`config.mk`:
```
export PLATFORM = sky130hd
export DESIGN_NAME = note_recorder
export DESIGN_NICKNAME = d
export VERILOG_FILES = /design/src/rtl/note_recorder.sv
export SDC_FILE = /design/constraint.sdc
export NUM_CORES = 1
export LEC_CHECK = 0
export CAP_MARGIN = 10
export CORE_UTILIZATION = 55
export DETAILED_ROUTE_END_ITERATION = 10
export PLACE_DENSITY = 0.76
export SLEW_MARGIN = 25
export SYNTH_ARGS = -nofsm -noshare
export SYNTH_HDL_FRONTEND = slang
export SYNTH_SLANG_ARGS = --single-unit
```
`constraint.sdc`:
```
create_clock -name CLK -period 4.4 [get_ports CLK]
set_clock_uncertainty 0.1 [all_clocks]
set_input_delay 0.88 -clock CLK [delete_from_list [all_inputs] [get_ports CLK]]
set_output_delay 0.88 -clock CLK [all_outputs]
set_load 0.02 [all_outputs]
```
`src/rtl/note_recorder.sv`:
```
// Transcribes a square-wave tone input into tone/rest/end command words written to song memory.
// Latency: a closed segment is written the cycle after it closes; no backpressure, memory accepts every strobe.
module note_recorder #(
    parameter int TICK_CYCLES    = 750000,
    parameter int SILENCE_CYCLES = 4096
) (
    input  logic        CLK,
    input  logic        RST,
    input  logic        start,
    input  logic        stop,
    input  logic        tone_in,
    output logic        wr_en,
    output logic [7:0]  wr_addr,
    output logic [11:0] wr_data,
    output logic        busy,
    output logic        done,
    output logic [8:0]  length
);

    localparam int HW = ($clog2(SILENCE_CYCLES + 2) > 13) ? $clog2(SILENCE_CYCLES + 2) : 13;
    localparam int TW = (TICK_CYCLES > 1) ? $clog2(TICK_CYCLES) : 1;
    localparam logic [HW-1:0] SIL_MAX   = HW'(SILENCE_CYCLES);
    localparam logic [TW-1:0] TICK_LAST = TW'(TICK_CYCLES - 1);

    typedef enum logic [1:0] {S_IDLE, S_REC, S_FLUSH, S_END} state_t;

    state_t       state_q, state_d;
    logic         sync1_q, sync1_d, sync2_q, sync2_d, prev_q, prev_d;
    logic [HW-1:0] hcnt_q, hcnt_d;
    logic [5:0]   cur_q, cur_d, cand_q, cand_d;
    logic [1:0]   run_q, run_d;
    logic [TW-1:0] tick_q, tick_d;
    logic [3:0]   dur_q, dur_d;
    logic         pend_q, pend_d;
    logic [11:0]  pend_dat_q, pend_dat_d;
    logic [7:0]   addr_q, addr_d;
    logic [8:0]   len_q, len_d;

    logic [HW-1:0] meas;
    logic [5:0]   meas_code;
    logic         edge_seen;
    logic         close;

    always_comb begin
        state_d    = state_q;
        sync1_d    = tone_in;
        sync2_d    = sync1_q;
        prev_d     = sync2_q;
        hcnt_d     = hcnt_q;
        cur_d      = cur_q;
        cand_d     = cand_q;
        run_d      = run_q;
        tick_d     = tick_q;
        dur_d      = dur_q;
        pend_d     = pend_q;
        pend_dat_d = pend_dat_q;
        addr_d     = addr_q;
        len_d      = len_q;
        wr_en      = 1'b0;
        wr_data    = 12'h000;
        done       = 1'b0;
        close      = 1'b0;

        edge_seen = sync2_q ^ prev_q;
        meas      = hcnt_q + HW'(1);
        if (meas >= HW'(4096)) begin
            meas_code = 6'h3F;
        end else begin
            meas_code = meas[11:6];
        end
        if (meas_code == 6'h00) begin
            meas_code = 6'h01;
        end

        // A new pitch must be seen four times in a row; silence wins at once.
        if (edge_seen) begin
            hcnt_d = '0;
            if (meas_code == cur_q) begin
                run_d = 2'd0;
            end else if (run_q != 2'd0 && meas_code == cand_q) begin
                if (run_q == 2'd3) begin
                    cur_d = meas_code;
                    run_d = 2'd0;
                end else begin
                    run_d = run_q + 2'd1;
                end
            end else begin
                cand_d = meas_code;
                run_d  = 2'd1;
            end
        end else if (hcnt_q != SIL_MAX) begin
            hcnt_d = hcnt_q + HW'(1);
            if (hcnt_d == SIL_MAX) begin
                cur_d = 6'h00;
                run_d = 2'd0;
            end
        end

        case (state_q)
            S_IDLE: begin
                if (start) begin
                    state_d = S_REC;
                    addr_d  = 8'd0;
                    len_d   = 9'd0;
                    cur_d   = 6'h00;
                    run_d   = 2'd0;
                    tick_d  = '0;
                    dur_d   = 4'd0;
                    pend_d  = 1'b0;
                end
            end
            S_REC: begin
                if (pend_q) begin
                    wr_en   = 1'b1;
                    wr_data = pend_dat_q;
                    addr_d  = addr_q + 8'd1;
                    len_d   = len_q + 9'd1;
                    pend_d  = 1'b0;
                end
                if (tick_q == TICK_LAST) begin
                    tick_d = '0;
                    dur_d  = dur_q + 4'd1;
                end else begin
                    tick_d = tick_q + TW'(1);
                end
                close = (cur_d != cur_q) || (dur_q == 4'd15) || stop;
                if (close) begin
                    tick_d = '0;
                    dur_d  = 4'd0;
                    if (dur_q != 4'd0) begin
                        pend_d     = 1'b1;
                        pend_dat_d = (cur_q != 6'h00) ? {2'b10, cur_q, dur_q} : {2'b11, 6'h00, dur_q};
                    end
                end
                // Address 254 holds the last data word so the marker always fits at 255.
                if (pend_q && addr_q == 8'd254) begin
                    state_d = S_END;
                    pend_d  = 1'b0;
                end else if (stop) begin
                    state_d = S_FLUSH;
                end
            end
            S_FLUSH: begin
                if (pend_q) begin
                    wr_en   = 1'b1;
                    wr_data = pend_dat_q;
                    addr_d  = addr_q + 8'd1;
                    len_d   = len_q + 9'd1;
                    pend_d  = 1'b0;
                end
                state_d = S_END;
            end
            S_END: begin
                wr_en   = 1'b1;
                wr_data = 12'hFFF;
                done    = 1'b1;
                addr_d  = addr_q + 8'd1;
                len_d   = len_q + 9'd1;
                state_d = S_IDLE;
            end
            default: state_d = S_IDLE;
        endcase
    end

    assign wr_addr = addr_q;
    assign length  = len_q;
    assign busy    = (state_q != S_IDLE);

    always_ff @(posedge CLK) begin
        if (RST) begin
            state_q    <= S_IDLE;
            sync1_q    <= 1'b0;
            sync2_q    <= 1'b0;
            prev_q     <= 1'b0;
            hcnt_q     <= '0;
            cur_q      <= 6'h00;
            cand_q     <= 6'h00;
            run_q      <= 2'd0;
            tick_q     <= '0;
            dur_q      <= 4'd0;
            pend_q     <= 1'b0;
            pend_dat_q <= 12'h000;
            addr_q     <= 8'd0;
            len_q      <= 9'd0;
        end else begin
            state_q    <= state_d;
            sync1_q    <= sync1_d;
            sync2_q    <= sync2_d;
            prev_q     <= prev_d;
            hcnt_q     <= hcnt_d;
            cur_q      <= cur_d;
            cand_q     <= cand_d;
            run_q      <= run_d;
            tick_q     <= tick_d;
            dur_q      <= dur_d;
            pend_q     <= pend_d;
            pend_dat_q <= pend_dat_d;
            addr_q     <= addr_d;
            len_q      <= len_d;
        end
    end

endmodule

```
==> results.toml, run 1 <==
[detailed_routing]
wirelength_um = 9770
drtPass1Iterations = 5
ant_nets = 0
drc = 0
viasPerCell = 5.79
wl_per_cell_um = 14.2
via_count = 3979
drt_iter0_drc = 199

[placed_design]
post-dp-hpwl_um = 6830
io_buffers = 36
place_congestion = 0.906
dp_worst_setup_slack_ns = 0.255

[worst_setup_path]
worstSetupPathType = "reg2reg"
crit_arrival_ns = 4.09
worst_setup_path_end_kind = "flop"
critPathMaxFanout = 13
cp-startpoint = "hcnt_q[0]$_SDFFE_PP0N_"
start_kind = "flop"
critical_path_required_ns = 4.55
r2r-start = "hcnt_q[0]$_SDFFE_PP0N_"

[clocking]
worstSkewPairLatency_ns = 0.36
cts_tree = "done"
postCtsSetupBuffers = 0
hold_buffers = 0
clockBufferDepth = 2
h-tree-depth = 3
ctsResizeCount = 0
cts_sinks = 86
clkSlewWorstSetupHoldPaths_ns = 0.09
clockRootBuffer = "clkbuf_8"
cts_buffers = 9

[synth]
synth_xor_area_frac = 0.107
synthTopCellsByArea = "dfxtp_1 (37%), xor2_1 (6.2%), nor2_1 (5.8%), xnor2_1 (4.5%), ha_1 (3.8%)"
yosys.area.top_type_share = 0.370
netlist_area_um2 = 4650
synth_fa_ha_area_frac = 0.0377
synth_mux_area_frac = 0.00646
synth_edf_count = 0
syn_inst = 555
ys_async_sr_fraction = 0
synthDistinctLibCells = 67
syn_nets = 574
synthSimpleGateAreaFrac = 0.257
syn_area_per_cell_um2 = 8.38
synth_seq_area_share = 0.370
ys.flop_type = "dfxtp_1"
synth_compound_area_frac = 0.170
yosys_warnings = 0
synth_top_family_by_area = "simple AND/OR/NAND/NOR gates"
ys_ff_latch = 86
synth_top_area_cell = "dfxtp_1"

[cells_and_area]
mostFrequentLayoutCell = "dfxtp_1"
antenna_cells = 0
layout-drive-gt1-share = 0.0636
final_cell_mix = "dfxtp_1 (86), nor2_1 (72), nand2_1 (43)"
nNetsFinal = 596
syn2layout_area_growth_pct = 13.2

[grt]
grt_pass1_vias = 3685
grt_max_degree = 41
track_usage = 0.230
grt_pass1_wl_um = 16100
antenna_found_initial = 0
overflow = 0

[pwr]
internal-power_uw = 1350
power_density_nw_per_um2 = 376
p_leak_uw = 0.00184
pwr-share-comb = 0.225
swShare = 0.315
power.share.clock = 0.347
irDropWorstVdd_v = 0.000175
seqPwrFrac = 0.428
p_sw_uw = 624

[min_path]
hold_path_class = "reg2reg"
hp-start = "sync1_q$_SDFF_PP0_"

[timing]
final.setup.worst_slack_ns = 0.452
finalHoldViolCount = 0
timing.fmax_mhz = 253
setup_tns_ns = 0
timing.final.crit_period_ns = 3.95
setup_viol = 0
rsz0062_at_grt = "false"
fin_crit_sh = 0.897
worst_pin_slew_ns = 0.773
slew_viol_final = 0
relSlewSlack = 0.482

[floorplan]
io_pins = 37
core_um2 = 8220
initial_utilization = 0.566
die_area_um2 = 8830
die_w_um = 94.0
die_h_um = 94.0
rows = 33

[flow_run]
drv_cap = 0

[status]
status = "completed"
==> registers in the layout, indices dropped and copies added (netlist names), 2 cells and up <==
register    count
tick_q         20
cur_q           6
pend_dat_q     12
wr_addr         8
cand_q          6
state_q         2
run_q           2
length          9
hcnt_q         13
dur_q           4
==> power by group through the flow <==
stage                     Sequential [uW]  Combinational, uW  Clock [uW]
after floorplan                       869                299           0
after global placement                863                424           0
after detailed placement              865                434           0
after CTS                             846                437         694
after global routing                  854                499         722
final                                 846                446         685
==> routing by layer <==
layer	up-vias	part of all wire	track usage
met5	-	0	0
met4	0	0.022	0.113
met3	15	0.034	0.0364
met2	77	0.47	0.373
met1	1886	0.48	0.297
li1	2001	-	-
==> synth_stat cells (5+ instances only) <==
master    instances
dfxtp_1          86
nor3_1           16
nor2_1           72
o21ai_0          13
o21ai_1           9
nand2_1          43
nand2b_1          5
and3_1           12
ha_1             14
clkbuf_1         12
buf_6             6
o21a_1           16
buf_2             9
a31oi_1           9
nand3_1          28
a21oi_1          33
xor2_1           33
nand4_1          15
nor4_1            8
or3_1             9
nor2b_1           5
xnor2_1          24
inv_1            17
==> kinds of logic (layout without fill, tap and decap cells) <==
kind of cell	Yosys count	count (layout)
and+or+nand+nor	236	236
AOI/OAI and AO/OA	111	111
DFF	86	86
xor gates and xnor gates	57	57
buffers and inverters	48	75
adders and majority gates	14	14
muxes	3	3
==> stage by stage <==
| stage | util | hold slack (ns) | instance area, um2 | total power (uW) | std cells |
|---|---|---|---|---|---|
| final | 0.641 | 0.354 | 5270 | 1980 | 687 |
| after global routing | 0.641 | 0.386 | 5270 | 2070 | 687 |
| after CTS | 0.640 | 0.365 | 5260 | 1980 | 687 |
| after detailed placement | 0.610 | 0.343 | 5010 | 1300 | 671 |
| after global placement | 0.610 | 0.335 | 5010 | 1290 | 671 |
| after floorplan | - | 0.314 | 4650 | 1170 | 555 |
==> cell type report <==
cell class / instances / area (um2)
multi-input combinational: 421 / 2700
sequential: 86 / 1720
clock buffer: 11 / 141
fill: 731 / 2950
timing repair buffer: 41 / 398
tap: 105 / 131
inverter: 18 / 67.6
clock inverter: 5 / 106
==> final timing paths <==
kind / to / slack (ns) / depth (start not counted)
max: pend_dat_q[10]$_SDFFE_PP0P_ / 0.45 / 10
min: prev_d$_SDFF_PP0_ / 0.35 / 1
max reg2reg: pend_dat_q[10]$_SDFFE_PP0P_ / 0.45 / 10
min reg2reg: prev_d$_SDFF_PP0_ / 0.35 / 1
==> worst max-delay path: stages (launching register included) <==
cell	delay (ns)
dfxtp_1	0.53
ha_1	0.33
and3_1	0.39
mux2i_1	0.26
mux2i_1	0.18
xor2_1	0.17
or3_1	0.37
or4_1	0.65
o31a_1	0.52
o211ai_2	0.25
o41ai_2	0.10
Note: power is estimated with default switching activity, not from simulation.
==> run 2: changes to the inputs <==
--- a/config.mk
+++ b/config.mk
@@ -7,8 +7,9 @@
 export LEC_CHECK = 0
 export CAP_MARGIN = 10
 export CORE_UTILIZATION = 55
+export CTS_CLUSTER_DIAMETER = 50
 export DETAILED_ROUTE_END_ITERATION = 10
-export PLACE_DENSITY = 0.76
+export PLACE_DENSITY = 0.78
 export SLEW_MARGIN = 25
 export SYNTH_ARGS = -nofsm -noshare
 export SYNTH_HDL_FRONTEND = slang
==> run 2 against run 1 <==
- hold slack improved by 0.00065 ns
- utilization decreased by 0.50 points
- clock-buffer cell count decreased by 1
- worst setup slack got worse by 0.0059 ns
- total power decreased by 5.6%
- combinational power decreased by 2%
- final cell count unchanged
- sequential cell count unchanged
- critical path type unchanged
- critical endpoint is now pend_q$_SDFFE_PP0P_
==> results.toml, run 2 (synthesized netlist as in run 1, its figures left out) <==
[floorplan]
die_area_um2 = 8830
core_um2 = 8220
initial_utilization = 0.566
rows = 33
die_w_um = 94.0
die_h_um = 94.0
io_pins = 37

[placed_design]
place_congestion = 0.897
place_area_um2 = 5010
post-dp-hpwl_um = 6910
io_buffers = 36
dp_cells = 671

[worst_setup_path]
critPathMaxFanout = 13
crit_arrival_ns = 4.17
reg2reg_depth = 10
r2r_slack_ns = 0.45
worstSetupPathType = "reg2reg"
critical_path_required_ns = 4.61
r2r_end = "pend_q$_SDFFE_PP0P_"
r2r-start = "hcnt_q[0]$_SDFFE_PP0N_"
start_kind = "flop"
worst_setup_path_end_kind = "flop"

[timing]
setup_tns_ns = 0
worst_pin_slew_ns = 0.817
setup_viol = 0
fin_crit_sh = 0.899
finalHoldViolCount = 0
rsz0062_at_grt = "false"
timing.final.crit_period_ns = 3.95
slew_viol_final = 0
timing.fmax_mhz = 253
relSlewSlack = 0.453

[pwr]
p_leak_uw = 0.00183
irDropWorstVdd_v = 0.000192
power_density_nw_per_um2 = 357
internal-power_uw = 1240
swShare = 0.335
p_sw_uw = 625
total_power_uw = 1870
seqPwrFrac = 0.455
power.share.clock = 0.311
pwr-share-comb = 0.235

[cells_and_area]
regArea_um2 = 1720
nNetsFinal = 596
syn2layout_area_growth_pct = 12.3
layout-drive-gt1-share = 0.0653
multi_input_area_um2 = 2700
mostFrequentLayoutCell = "dfxtp_1"
final_cell_mix = "dfxtp_1 (86), nor2_1 (72), nand2_1 (43)"
fin_area_um2 = 5220
antenna_cells = 0
regMostFlops = "tick_q"
n_fill_cell = 701
reg_top3 = "tick_q (20), hcnt_q (13), pend_dat_q (12)"
stdcell_count = 687
largest_register_ffs = 20
final_core_util = 0.636

[grt]
antenna_found_initial = 0
grt_pass1_wl_um = 16700
track_usage = 0.237
grt_max_degree = 30
overflow = 0
grt_pass1_vias = 3636

[status]
status = "completed"

[clocking]
clkSlewWorstSetupHoldPaths_ns = 0.09
worstSkewPairLatency_ns = 0.36
ctsResizeCount = 0
postCtsSetupBuffers = 0
cts_buffers = 9
cts_sinks = 86
h-tree-depth = 3
clockBufferDepth = 2
hold_buffers = 0
cts_tree = "done"
clockRootBuffer = "clkbuf_8"

[min_path]
hold_path_class = "reg2reg"
hold-path-endpoint = "prev_d$_SDFF_PP0_"
hp-start = "sync1_q$_SDFF_PP0_"
hold_depth = 1

[detailed_routing]
drtPass1Iterations = 4
viasPerCell = 5.84
wirelength_um = 9790
via_count = 4013
drc = 0
ant_nets = 0
wl_per_cell_um = 14.2
drt_iter0_drc = 297

[flow_run]
drv_cap = 0
[run 2: cell count changes in the layout (fill, tap and decap cells not counted), sizes merged]
cell | before | now
bufinv | 3 | 1
clkbuf | 11 | 10
clkinv | 2 | 3
inv | 17 | 19
[run 2: how the worst max path moves through the flow]
| stage | endpoint | startpoint | cells after the start | slack (ns) |
|---|---|---|---|---|
| floorplan | pend_dat_q[10]$_SDFFE_PP0P_ | hcnt_q[1]$_SDFFE_PP0N_ | 13 | 0.98 |
| global placement | tick_q[8]$_SDFFE_PP0P_ | hcnt_q[0]$_SDFFE_PP0N_ | 10 | 0.54 |
| detailed placement | tick_q[5]$_SDFFE_PP0P_ | hcnt_q[0]$_SDFFE_PP0N_ | 10 | 0.32 |
| CTS | tick_q[5]$_SDFFE_PP0P_ | hcnt_q[0]$_SDFFE_PP0N_ | 10 | 0.32 |
| global route | pend_q$_SDFFE_PP0P_ | hcnt_q[0]$_SDFFE_PP0N_ | 10 | 0.19 |
| finish | pend_q$_SDFFE_PP0P_ | hcnt_q[0]$_SDFFE_PP0N_ | 10 | 0.45 |
[run 2: area by class of cell]
cell class,count,area share
Multi-Input combinational cell,421,0.517
Sequential cell,86,0.330
Timing Repair Buffer,41,0.0762
Clock buffer,10,0.0263
Tap cell,105,0.0251
Clock inverter,6,0.0132
Inverter,18,0.0129
[run 2: power groups by stage]
stage | clock (uW) | combinational, uW | sequential, uW
global placement | 0 | 423 | 863
finish | 580 | 438 | 848
floorplan | 0 | 299 | 869
global route | 626 | 488 | 854
CTS | 592 | 434 | 847
detailed placement | 0 | 433 | 866
[run 2: routing by layer]
metal | routed length (um) | GRT usage | vias to the layer above
met5 | 0 | 0 | -
met1 | 4720 | 0.315 | 1910
met4 | 176 | 0.0923 | 0
met3 | 400 | 0.0445 | 20
met2 | 4490 | 0.379 | 90
li1 | - | - | 1993
[run 2: critical path: stages, from the launching register on]
cell	delay [ns]
dfxtp_1	0.52
ha_1	0.32
and3_1	0.38
and3_1	0.29
a31oi_1	0.14
o22ai_1	0.41
xor2_1	0.19
or4_1	0.59
o31a_1	0.51
nor2_1	0.25
a41o_1	0.19
[run 2: metrics by stage]
step / hold slack (ns) / setup slack [ns]
2_1_floorplan: 0.314 / 0.982
3_3_place_gp: 0.330 / 0.537
3_5_place_dp: 0.336 / 0.325
4_1_cts: 0.355 / 0.316
5_1_grt: 0.367 / 0.186
6_report: 0.355 / 0.446
==> run 3: changes to the inputs <==
--- a/config.mk
+++ b/config.mk
@@ -9,7 +9,9 @@
 export CORE_UTILIZATION = 55
 export CTS_CLUSTER_DIAMETER = 50
 export DETAILED_ROUTE_END_ITERATION = 10
+export GPL_ROUTABILITY_DRIVEN = 0
 export PLACE_DENSITY = 0.78
+export RECOVER_POWER = 50
 export SLEW_MARGIN = 25
 export SYNTH_ARGS = -nofsm -noshare
 export SYNTH_HDL_FRONTEND = slang
==> run 3 against run 2 <==
- sequential share of layout area is essentially flat
- clock-buffer cell count is the same
- wire length grew 0.10%
- clock power is essentially flat
- fmax shrank 0.36%
- first-iteration DRC count shrank 11%
- utilization shrank 0.091 points
- hold slack is essentially flat
- critical path type unchanged
- critical endpoint unchanged
- largest power group unchanged
==> results.toml, run 3 (synthesized netlist as in run 1, its figures left out) <==
[status]
status = "completed"

[clocking]
worstSkewPairLatency_ns = 0.36
clkSlewWorstSetupHoldPaths_ns = 0.09
cts_tree = "done"
cts_sinks = 86
h-tree-depth = 3
clockRootBuffer = "clkbuf_8"
clockBufferDepth = 2
cts_buffers = 9

[detailed_routing]
drt_iter0_drc = 263
drtPass1Iterations = 4
via_count = 4018
ant_nets = 0
viasPerCell = 5.85
wirelength_um = 9800
wl_per_cell_um = 14.3
drc = 0

[cells_and_area]
mostFrequentLayoutCell = "dfxtp_1"
largest_register_ffs = 20
regMostFlops = "tick_q"
antenna_cells = 0
syn2layout_area_growth_pct = 12.1
layout-drive-gt1-share = 0.0619
fin_area_um2 = 5220
nNetsFinal = 596
reg_top3 = "tick_q (20), hcnt_q (13), pend_dat_q (12)"
final_cell_mix = "dfxtp_1 (86), nor2_1 (72), nand2_1 (43)"
n_fill_cell = 700

[timing]
final.setup.worst_slack_ns = 0.432
fin_crit_sh = 0.902
worst_pin_slew_ns = 1.31
finalHoldViolCount = 0
rsz0062_at_grt = "false"
setup_tns_ns = 0
setup_viol = 0
timing.fmax_mhz = 252
slew_viol_final = 0
timing.final.crit_period_ns = 3.97
relSlewSlack = 0.128

[placed_design]
io_buffers = 36
post-dp-hpwl_um = 6910
dp_worst_setup_slack_ns = 0.325
place_area_um2 = 5010

[floorplan]
rows = 33
die_h_um = 94.0
die_w_um = 94.0
initial_utilization = 0.566
io_pins = 37
core_um2 = 8220
die_area_um2 = 8830

[pwr]
irDropWorstVdd_v = 0.000191
p_leak_uw = 0.00188
power_density_nw_per_um2 = 356

[grt]
antenna_found_initial = 0
overflow = 0
track_usage = 0.237
grt_max_degree = 30
grt_pass1_wl_um = 16700
grt_pass1_vias = 3636

[worst_setup_path]
cp-startpoint = "hcnt_q[0]$_SDFFE_PP0N_"
critical_path_required_ns = 4.61
worstSetupPathType = "reg2reg"
crit_arrival_ns = 4.18
critPathMaxFanout = 13
start_kind = "flop"
worst_setup_path_end_kind = "flop"
r2r-start = "hcnt_q[0]$_SDFFE_PP0N_"

[min_path]
hold_path_class = "reg2reg"
hp-start = "sync1_q$_SDFF_PP0_"

[flow_run]
drv_cap = 0
-- run 3: area by class of cell --
| cell class | count | area [um2] | area share |
|---|---|---|---|
| clock buffer | 10 | 138 | 0.0264 |
| clock inverter | 6 | 68.8 | 0.0132 |
| inverter | 18 | 67.6 | 0.0130 |
| multi-input combinational | 421 | 2700 | 0.517 |
| sequential | 86 | 1720 | 0.330 |
| tap | 105 | 131 | 0.0252 |
| timing repair buffer | 41 | 390 | 0.0748 |
-- run 3: worst paths after layout --
check / endpoint / slack, ns / depth (start not counted)
worst max-delay path: pend_q$_SDFFE_PP0P_ / 0.43 / 10
worst min register to register: prev_d$_SDFF_PP0_ / 0.35 / 1
worst min-delay path: prev_d$_SDFF_PP0_ / 0.35 / 1
worst max register to register: pend_q$_SDFFE_PP0P_ / 0.43 / 10
-- run 3: worst max-delay path: stages, from the launching register on --
cell and delay [ns]:
dfxtp_1 0.52, ha_1 0.32, and3_1 0.38, and3_1 0.29, a31oi_1 0.14, o22ai_1 0.42
xor2_1 0.19, or4_1 0.60, o31a_1 0.51, nor2_1 0.25, a41o_1 0.19
-- run 3: per-layer routing --
layer / global-route usage / wire length [um] / share of wire / up-vias
li1: - / - / - / 1993
met1: 0.315 / 4760 / 0.49 / 1909
met2: 0.379 / 4470 / 0.46 / 94
met3: 0.0445 / 390 / 0.040 / 22
met4: 0.0923 / 184 / 0.019 / 0
met5: 0 / 0 / 0 / -
-- run 3: per-stage QoR --
step / hold WS (ns) / instances / utilization / total power (uW)
global route: 0.367 / 687 / 0.635 / 1960
global placement: 0.330 / 671 / 0.610 / 1290
CTS: 0.355 / 687 / 0.635 / 1870
floorplan: 0.314 / 555 / - / 1170
finish: 0.355 / 687 / 0.635 / 1860
detailed placement: 0.336 / 671 / 0.610 / 1300
-- run 3: what timing repair did --
item | CTS | global route
setup buffers | 0 | 0
setup endpoints to repair | 0 | 19
hold buffers | 0 | 0
resized for setup | 0 | 1
-- run 3: where the power goes --
group          switching (uW)  leakage (uW)  internal, uW
logic                     289       0.00109           140
clock network             298      0.000103           282
registers                39.0      0.000695           809
==> edit: new RTL, config.mk and constraints of run 1 <==
`pend_dat_q` and `addr_q` no longer have a reset.
--- a/src/rtl/note_recorder.sv
+++ b/src/rtl/note_recorder.sv
@@ -180,6 +180,4 @@
             dur_q      <= 4'd0;
             pend_q     <= 1'b0;
-            pend_dat_q <= 12'h000;
-            addr_q     <= 8'd0;
             len_q      <= 9'd0;
         end else begin
@@ -195,10 +193,13 @@
             dur_q      <= dur_d;
             pend_q     <= pend_d;
-            pend_dat_q <= pend_dat_d;
-            addr_q     <= addr_d;
             len_q      <= len_d;
         end
     end
 
+    always_ff @(posedge CLK) begin
+        pend_dat_q <= pend_dat_d;
+        addr_q     <= addr_d;
+    end
+
 endmodule
 
Check against the original RTL: differs if RST is asserted again (counterexample within 10 cycles, from zero or initial values and one cycle with RST high); with RST held inactive, the same outputs for 10 cycles.
==> edit against run 1 <==
  * Sequential cell count is 1 lower
  * Cell area is 4.5% higher
  * Area after synthesis rose by 4.2%
  * Count of clock-buffer cells in the layout is 1 lower
  * Wire length up 11%
  * Cell count grew 2.0%
  * Total power grew 11%
  * Setup slack got worse by 0.20 ns
  * Sequential share of layout area grew 1.7 points
  * Synthesized cell count increased by 1.6%
  * Hold slack lost 0.010 ns
  * Via count rose by 5.5%
  * Critical path type unchanged
  * Largest power group unchanged
  * Highest routed layer unchanged
==> edit: results (changes against run 1) <==
[outcome]
status=completed

[place]
place_congestion=0.937  ; +3.4%
preCtsSetupSlack_ns=0.0628  ; -0.192 ns
io_buffer_count=36  ; unchanged
dp_hpwl_um=7970  ; +17%
dp_cells=685  ; +2.1%

[worst_setup_path]
crit_start=hcnt_q[1]
cp.arrival_ns=4.33  ; +0.24 ns
crit_fanout=21  ; +8
slowest_delay_ns=0.49  ; -0.16 ns
reg2reg_from=hcnt_q[1]
cp_slowest_cell=a2111o_1
cp_top_family=compound AO/OA/AOI/OAI gates

[global_routing]
grt_pass1_vias=3736  ; +1.4%
grt_max_degree=22  ; -46%
grtUsageTotal_pct=24.8  ; +1.8 points
grt_pass1_wl_um=17700  ; +9.8%

[sta]
worst_pin_slew_ns=0.728  ; -0.0455 ns

[logic_synthesis]
yosys_register_bits=85  ; -1.2%
seq_area_frac_synth_pct=39.0  ; +2.0 points
synth_common_cells=nor2_1 (85), dfxtp_1 (66), nand2_1 (41), xnor2_1 (29), inv_1 (25)
synth_cell_types=65  ; -3.0%
synth_fp_nets=583  ; +1.6%
yosys.area_share.xor_xnor_pct=9.40  ; -1.3 points
syn_avg_cell_area_um2=8.59  ; +2.5%
ys_top_cells_by_area=dfxtp_1 (27%), edfxtp_1 (12%), nor2_1 (6.6%)
yosys.area_share.adder_pct=3.61  ; -0.15 points
synthMuxAreaShare_pct=1.26  ; +0.62 points
synth-compound-area-share_pct=15.8  ; -1.2 points
synth_edf_count=19  ; +19
yosys.area.top_type_share_pct=27.3  ; -9.8 points

[power_and_ir_drop]
leakage_nw=1.96  ; +6.1%
vdd_drop_max_mv=0.224  ; +28%

[layout]
drive_above_1_share_pct=7.05  ; +0.69 points
buf_share_pct=8.32  ; +0.76 points
multi_input_area_um2=2710  ; +0.28%
final-clk-cell-share_pct=4.05  ; -0.66 points
nClkBuffers=10  ; -1
n_fill_cell=722  ; -1.2%
largest_registers=tick_q (20), hcnt_q (13), pend_dat_q (11)
n_all_buffers=49  ; +20%
seq_area_um2=1890  ; +9.9%
nets=610  ; +2.3%
non_clock_inverter_count=25  ; +7

[drt]
via_per_inst=5.99  ; +3.4%
vias=4197  ; +5.5%
wirelength_um=10800  ; +11%
firstDrtPassIters=6  ; +1
drt_iter0_markers=254  ; +28%

[edit: final timing paths]
check | to | slack [ns] | depth (start not counted)
worst max-delay path | dur_q[0] | 0.25 | 12
worst min-delay path | prev_d | 0.34 | 1
worst max register to register | dur_q[0] | 0.25 | 12
worst min register to register | prev_d | 0.34 | 1
[edit: where the power goes]
part           leakage (nW)  total, mW  switching (mW)  internal [mW]
Combinational          1.14      0.633           0.392          0.241
Clock                 0.107      0.599           0.294          0.305
Sequential            0.714      0.967          0.0753          0.891
Total                  1.96       2.20           0.762           1.44
[edit: routing by layer]
layer	track usage [%]	share of wire, %	vias to the layer above
li1	-	-	2055
met1	34.7	48	1994
met2	38.9	46	133
met3	4.03	5.5	15
met4	8.21	1.1	0
met5	0	0	-
[edit: metrics by stage]
step	utilization (%)	cell area (µm²)
4_1_cts	65.6	5500
3_3_place_gp	63.0	5280
3_5_place_dp	63.0	5280
5_1_grt	65.7	5500
2_1_floorplan	-	4850
6_report	65.7	5500
